--- config.mk ---
export PLATFORM = sky130hd
export DESIGN_NAME = id_ex_pipe
export DESIGN_NICKNAME = d
export VERILOG_FILES = /design/src/rtl/id_ex_pipe_pkg.sv /design/src/rtl/hazard_detect.sv /design/src/rtl/id_ex_pipe.sv
export SDC_FILE = /design/constraint.sdc
export NUM_CORES = 1
export LEC_CHECK = 0
export BUFFER_PORTS_ARGS = -buffer_cell sky130_fd_sc_hd__clkbuf_2
export CORE_AREA = 8 8 225 227
export CTS_CLUSTER_SIZE = 20
export DETAILED_ROUTE_END_ITERATION = 12
export DIE_AREA = 0 0 233 235
export SLEW_MARGIN = 40
export SYNTH_ARGS = -nofsm -noshare
export SYNTH_HDL_FRONTEND = slang
export SYNTH_HIERARCHICAL = 1
export SYNTH_SLANG_ARGS = --single-unit
--- constraint.sdc ---
create_clock -name clk -period 2.84 [get_ports clk]
set_clock_uncertainty 0.15 [all_clocks]
set_input_delay 0.568 -clock clk [delete_from_list [all_inputs] [get_ports clk]]
set_output_delay 0.568 -clock clk [all_outputs]
set_load 0.05 [all_outputs]
--- src/rtl/id_ex_pipe_pkg.sv ---
// Shared types and widths for the ID/EX pipeline register slice.
package id_ex_pipe_pkg;

    localparam int unsigned XLEN       = 64;
    localparam int unsigned REG_ADDR_W = 5;
    localparam int unsigned FUNCT4_W   = 4;
    localparam int unsigned ALUOP_W    = 2;
    localparam int unsigned BCNT_W     = 16;

    typedef enum logic [ALUOP_W-1:0] {
        ALUOP_ADD    = 2'b00,
        ALUOP_BRANCH = 2'b01,
        ALUOP_RTYPE  = 2'b10
    } aluop_e;

    typedef struct packed {
        logic               reg_write;
        logic               mem_read;
        logic               mem_write;
        logic               mem_to_reg;
        logic               branch;
        logic               alu_src;
        logic [ALUOP_W-1:0] alu_op;
    } ctrl_t;

    typedef struct packed {
        logic [XLEN-1:0]       read_data1;
        logic [XLEN-1:0]       read_data2;
        logic [XLEN-1:0]       imm;
        logic [XLEN-1:0]       pc;
        logic [REG_ADDR_W-1:0] rs1;
        logic [REG_ADDR_W-1:0] rs2;
        logic [REG_ADDR_W-1:0] rd;
        logic [FUNCT4_W-1:0]   funct4;
    } payload_t;

    // Increment that sticks at all-ones instead of wrapping.
    function automatic logic [BCNT_W-1:0] sat_inc(input logic [BCNT_W-1:0] v);
        return (&v) ? v : BCNT_W'(v + BCNT_W'(1));
    endfunction

endpackage

--- src/rtl/hazard_detect.sv ---
// Load-use hazard detector: the load in EX writes a register the instruction in ID reads.
module hazard_detect
    import id_ex_pipe_pkg::*;
(
    input  logic                  i_mem_read,
    input  logic                  i_valid,
    input  logic [REG_ADDR_W-1:0] i_rd,
    input  logic [REG_ADDR_W-1:0] i_rs1,
    input  logic [REG_ADDR_W-1:0] i_rs2,
    output logic                  o_hazard_c
);

    logic w_rd_nonzero;
    logic w_match;

    // x0 is hardwired, so a load targeting it can never create a dependency.
    assign w_rd_nonzero = |i_rd;
    assign w_match      = (i_rd == i_rs1) || (i_rd == i_rs2);
    assign o_hazard_c   = i_mem_read && i_valid && w_rd_nonzero && w_match;

endmodule

--- src/rtl/id_ex_pipe.sv ---
// ID/EX pipeline register with flush/stall handling, load-use bubble insertion and a bubble counter.
module id_ex_pipe
    import id_ex_pipe_pkg::*;
(
    input  logic                  clk,
    input  logic                  reset,
    input  logic                  Stall,
    input  logic                  Flush,
    input  logic [XLEN-1:0]       ReadData1_in,
    input  logic [XLEN-1:0]       ReadData2_in,
    input  logic [XLEN-1:0]       Imm_in,
    input  logic [XLEN-1:0]       PC_in,
    input  logic [REG_ADDR_W-1:0] RS1_in,
    input  logic [REG_ADDR_W-1:0] RS2_in,
    input  logic [REG_ADDR_W-1:0] RD_in,
    input  logic [FUNCT4_W-1:0]   Funct4_in,
    input  logic                  RegWrite_in,
    input  logic                  MemRead_in,
    input  logic                  MemWrite_in,
    input  logic                  MemtoReg_in,
    input  logic                  Branch_in,
    input  logic                  ALUSrc_in,
    input  logic [ALUOP_W-1:0]    ALUOp_in,
    output logic [XLEN-1:0]       ReadData1_out,
    output logic [XLEN-1:0]       ReadData2_out,
    output logic [XLEN-1:0]       Imm_out,
    output logic [XLEN-1:0]       PC_out,
    output logic [REG_ADDR_W-1:0] RS1_out,
    output logic [REG_ADDR_W-1:0] RS2_out,
    output logic [REG_ADDR_W-1:0] RD_out,
    output logic [FUNCT4_W-1:0]   Funct4_out,
    output logic                  RegWrite_out,
    output logic                  MemRead_out,
    output logic                  MemWrite_out,
    output logic                  MemtoReg_out,
    output logic                  Branch_out,
    output logic                  ALUSrc_out,
    output logic [ALUOP_W-1:0]    ALUOp_out,
    output logic                  Valid_out,
    output logic                  HazardStall,
    output logic [BCNT_W-1:0]     BubbleCount
);

    payload_t          r_payload;
    ctrl_t             r_ctrl;
    logic              r_valid;
    logic [BCNT_W-1:0] r_bubble_cnt;

    payload_t w_payload_in;
    ctrl_t    w_ctrl_in;
    logic     w_hazard;
    logic     w_advance;
    logic     w_load_bubble;

    assign w_payload_in = '{read_data1: ReadData1_in, read_data2: ReadData2_in,
                            imm: Imm_in, pc: PC_in, rs1: RS1_in, rs2: RS2_in,
                            rd: RD_in, funct4: Funct4_in};
    assign w_ctrl_in    = '{reg_write: RegWrite_in, mem_read: MemRead_in,
                            mem_write: MemWrite_in, mem_to_reg: MemtoReg_in,
                            branch: Branch_in, alu_src: ALUSrc_in, alu_op: ALUOp_in};

    hazard_detect u_hazard_detect (
        .i_mem_read (r_ctrl.mem_read),
        .i_valid    (r_valid),
        .i_rd       (r_payload.rd),
        .i_rs1      (RS1_in),
        .i_rs2      (RS2_in),
        .o_hazard_c (w_hazard)
    );

    // Flush beats Stall; a hazard only acts when the stage is not held.
    assign w_advance     = Flush || !Stall;
    assign w_load_bubble = Flush || w_hazard;

    always_ff @(posedge clk) begin
        if (reset) begin
            r_payload    <= '0;
            r_ctrl       <= '0;
            r_valid      <= 1'b0;
            r_bubble_cnt <= '0;
        end else if (w_advance) begin
            if (w_load_bubble) begin
                r_payload    <= '0;
                r_ctrl       <= '0;
                r_valid      <= 1'b0;
                r_bubble_cnt <= sat_inc(r_bubble_cnt);
            end else begin
                r_payload    <= w_payload_in;
                r_ctrl       <= w_ctrl_in;
                r_valid      <= 1'b1;
            end
        end
    end

    assign ReadData1_out = r_payload.read_data1;
    assign ReadData2_out = r_payload.read_data2;
    assign Imm_out       = r_payload.imm;
    assign PC_out        = r_payload.pc;
    assign RS1_out       = r_payload.rs1;
    assign RS2_out       = r_payload.rs2;
    assign RD_out        = r_payload.rd;
    assign Funct4_out    = r_payload.funct4;
    assign RegWrite_out  = r_ctrl.reg_write;
    assign MemRead_out   = r_ctrl.mem_read;
    assign MemWrite_out  = r_ctrl.mem_write;
    assign MemtoReg_out  = r_ctrl.mem_to_reg;
    assign Branch_out    = r_ctrl.branch;
    assign ALUSrc_out    = r_ctrl.alu_src;
    assign ALUOp_out     = r_ctrl.alu_op;
    assign Valid_out     = r_valid;
    assign BubbleCount   = r_bubble_cnt;
    assign HazardStall   = w_hazard;

endmodule
==> results.ini <==
[outcome]
status=finished clean

[worst_setup_path]
crit_required_ns=2.12
r2r-start=RD_out[4]
slowest_delay_ns=0.54
setup.worst_path.class=reg -> out
timing.reg2reg.setup_slack_ns=0.19
worstPathArrival_ns=2.04
cp_cell_sequence=or4_4 > o211ai_4 > a21oi_4 > buf_4 > buf_4
reg2regPathDepth=9
maximum_fanout_count_along_the_critical_path=5
critPathMostFrequentCell=sky130_fd_sc_hd__buf_4
worstSetupStartpointType=register
critical-path-slowest-cell=sky130_fd_sc_hd__or4_4
crit_path_end_kind=primary output
worst_r2r_endpoint=ReadData2_out[21]

[synthesis]
synth.net_count=1360
post_syn_area_per_cell_um2=9.60
postSynth.topFlopCell=sky130_fd_sc_hd__dfxtp_1
netlist_top_cells_count=sky130_fd_sc_hd__dfxtp_1, sky130_fd_sc_hd__nor2_1, sky130_fd_sc_hd__a22oi_1
yosysMostFrequentCell=sky130_fd_sc_hd__dfxtp_1
post_synth_main_area_contributors=sky130_fd_sc_hd__dfxtp_1, sky130_fd_sc_hd__a22oi_1, sky130_fd_sc_hd__nor2_1, sky130_fd_sc_hd__clkbuf_1, sky130_fd_sc_hd__mux2_1
netlist-cell-type-count=37
synth.ff_latch_count=300
post_synth_instance_area_mm2=0.0103
yosys.area.top_type=sky130_fd_sc_hd__dfxtp_1
synth_cells=1072
synth_edf_count=0
netlist.area_leader.share_pct=58.4
synth-warning-count=6
seq_area_frac_synth_pct=58.4
ys_async_rst_share_pct=0

[placed_design]
post-dp-hpwl_um=29500
detailedPlace.worstSlack_ns=-0.116
gp_congestion=0.806
postPlaceCellArea_mm2=0.0141
place.port_buffers=587

[pwr]
power_density_mw_per_mm2=650
max-vdd-ir-drop_uv=443
p_int_mw=7.21
swShare_pct=27.0
proportion_of_power_drawn_by_combinational_gates_pct=13.2
seq_power_share_pct=44.8
power.switching_mw=2.67
leakage_nw=7.02
share_clk_of_total_power_pct=42.0

[sta]
final_min_period_over_clock_period_pct=97.1
final-max-slew-violation-count=0
timing.final.crit_period_ns=2.76
timing.final.ws_setup_ns=0.0834
hold_viol=0
max_freq_ghz=0.363
max-slew-margin-rel_pct=51.8
rsz0062_at_grt=no
setup_violations=0
worstMarginPinSlew_ns=0.722

[detailed_routing]
drt_first_iter_violations=656
drc=0
finalWirelength_um=38800
via_count=10300
drtAntennaViolNets=0
post_drt_wl_per_cell_um=17.1
vias_per_cell=4.52
detail_route.first_pass.iterations=8

[min_path]
holdPathEnd=ReadData1_out[62]
timing.hold.worst.start=ReadData1_in[62]
hold_class=in -> reg
holdPathStages=3

[grt]
grt_pass1_vias=10300
grt_util_all_layers_pct=13.2
grt_first_pass_wirelength_um=58800
grt_remaining_overflow=0
grt_max_degree=144
grt_antenna_before_repair=4

[floorplan]
die_width_um=233
ioPinCount=588
fp.dieArea_mm2=0.0548
floorplan.die.height_um=235
floorplan.initialDensity_pct=21.8
num_rows=80
core_region_area_mm2=0.0471

[clock_network]
cts.clk_slew.worst_paths_ns=0.06
number_of_buffers_created_by_cts=34
cts_tree=done
cts.root.buffer_cell=sky130_fd_sc_hd__clkbuf_16
post_cts_setup_buffer_count=0
ctsHtreeMaxLevel=2
clkSinkCount=300
cts_max_path_buffers=3
clock_latency_ns=0.52

[flow_run]
drv_cap=0

[layout]
final_nets=1926
fraction_of_final_layout_cells_sized_beyond_drive_strength_1_pct=41.8
area_delta_synth_final_pct=47.6
post-route-cell-area_mm2=0.0152

cells in the final DEF, fill, tap and decap left out, types with 3 or more instances in the layout:
| master | count |
|---|---|
| sky130_fd_sc_hd__clkbuf_2 | 585 |
| sky130_fd_sc_hd__dfxtp_1 | 297 |
| sky130_fd_sc_hd__nor2_1 | 295 |
| sky130_fd_sc_hd__a22oi_1 | 283 |
| sky130_fd_sc_hd__clkbuf_16 | 35 |
| sky130_fd_sc_hd__buf_4 | 34 |
| sky130_fd_sc_hd__buf_12 | 11 |
| sky130_fd_sc_hd__nor2b_1 | 9 |
| sky130_fd_sc_hd__mux2_1 | 9 |
| sky130_fd_sc_hd__clkbuf_1 | 7 |
| sky130_fd_sc_hd__a21oi_1 | 6 |
| sky130_fd_sc_hd__nand2_1 | 6 |
| sky130_fd_sc_hd__xor2_1 | 6 |
| sky130_fd_sc_hd__o21ai_0 | 5 |
| sky130_fd_sc_hd__a211oi_1 | 5 |
| sky130_fd_sc_hd__clkbuf_8 | 5 |
| sky130_fd_sc_hd__clkinv_2 | 5 |
| sky130_fd_sc_hd__nand3_1 | 4 |
| sky130_fd_sc_hd__xnor2_1 | 4 |
| sky130_fd_sc_hd__dfxtp_2 | 3 |
| sky130_fd_sc_hd__nor3_2 | 3 |
| sky130_fd_sc_hd__nand4_1 | 3 |
| sky130_fd_sc_hd__or4_1 | 3 |
| sky130_fd_sc_hd__inv_1 | 3 |
cell families (layout without fill, tap and decap cells):
family	Yosys count	after routing	synth area share, %
XOR/XNOR	10	10	0.851
multiplexers	10	10	1.08
adder cells (fa/ha/maj)	1	1	0.122
AO/OA/AOI/OAI	310	310	22.6
buffers and inverters	105	690	3.93
flip-flops	300	300	58.4
AND/OR/NAND/NOR	336	336	13.1
other	0	2	0
sequential cells by signal (all words and copies together), names as in the netlist:
name	flops
PC_out	64
Funct4_out	4
ALUSrc_out	1
Valid_out	1
MemRead_out	1
MemtoReg_out	1
ReadData2_out	64
ALUOp_out	2
RegWrite_out	1
ReadData1_out	64
Branch_out	1
BubbleCount	16
RS2_out	5
MemWrite_out	1
RD_out	5
RS1_out	5
Imm_out	64
per-stage QoR:
step	total power, mW	setup TNS [ns]	hold WS [ns]	utilization, %	cells
3_5_place_dp	5.82	-0.531	0.346	29.9	2217
2_1_floorplan	5.31	0	0.539	-	1072
3_3_place_gp	5.81	-0.848	0.333	29.9	2217
6_report	9.88	0	0.133	32.2	2274
4_1_cts	10.1	0	0.0846	32.2	2272
5_1_grt	10.3	0	0.112	32.2	2272
cell type report:
| type | instances | area, µm² |
|---|---|---|
| inverter | 4 | 15.0 |
| clock buffer | 47 | 971 |
| tap | 615 | 769 |
| multi-input combinational | 667 | 3930 |
| fill | 4904 | 32000 |
| clock inverter | 8 | 71.3 |
| sequential | 300 | 6010 |
| timing repair buffer | 631 | 3420 |
| antenna | 2 | 5.00 |
layer usage:
layer	vias to the layer above	GRT usage (%)	share of wire (%)	wire, µm
met5	-	0	0.070	27
met4	4	4.13	2.6	998
met3	59	5.54	11	4390
met2	473	23.0	49	19100
met1	4798	14.4	37	14300
li1	4950	-	-	-
power by group through the flow:
stage / clock network [mW] / logic (mW) / registers, mW
floorplan: 0 / 0.346 / 4.97
detailed placement: 0 / 1.31 / 4.51
global route: 4.47 / 1.40 / 4.44
CTS: 4.31 / 1.32 / 4.42
global placement: 0 / 1.30 / 4.51
finish: 4.15 / 1.30 / 4.42
how the worst max path moves through the flow:
stage	startpoint	to	cells past startpoint	slack, ns
global placement	RS2_in[2]	BubbleCount[8]	9	-0.18
CTS	RD_out[4]	HazardStall	5	0.002
floorplan	RS2_in[2]	BubbleCount[8]	8	0.03
global route	RD_out[4]	HazardStall	5	0.001
detailed placement	RS2_in[2]	BubbleCount[13]	9	-0.12
finish	RD_out[4]	HazardStall	5	0.08
worst max-delay path: cells and delay by family (launching register included):
kind,cells,cell delay (ns)
AND/OR/NAND/NOR,1,0.54
flip-flops,1,0.37
buffers and inverters,2,0.33
AO/OA/AOI/OAI,2,0.28
repair_timing:
| item | in CTS | in global routing |
|---|---|---|
| resized for setup | 2 | 4 |
| pin swaps | 0 | 1 |
| hold buffers | 0 | 0 |
| setup endpoints to repair | 1 | 1 |
Note: power is estimated with default switching activity, not from simulation.
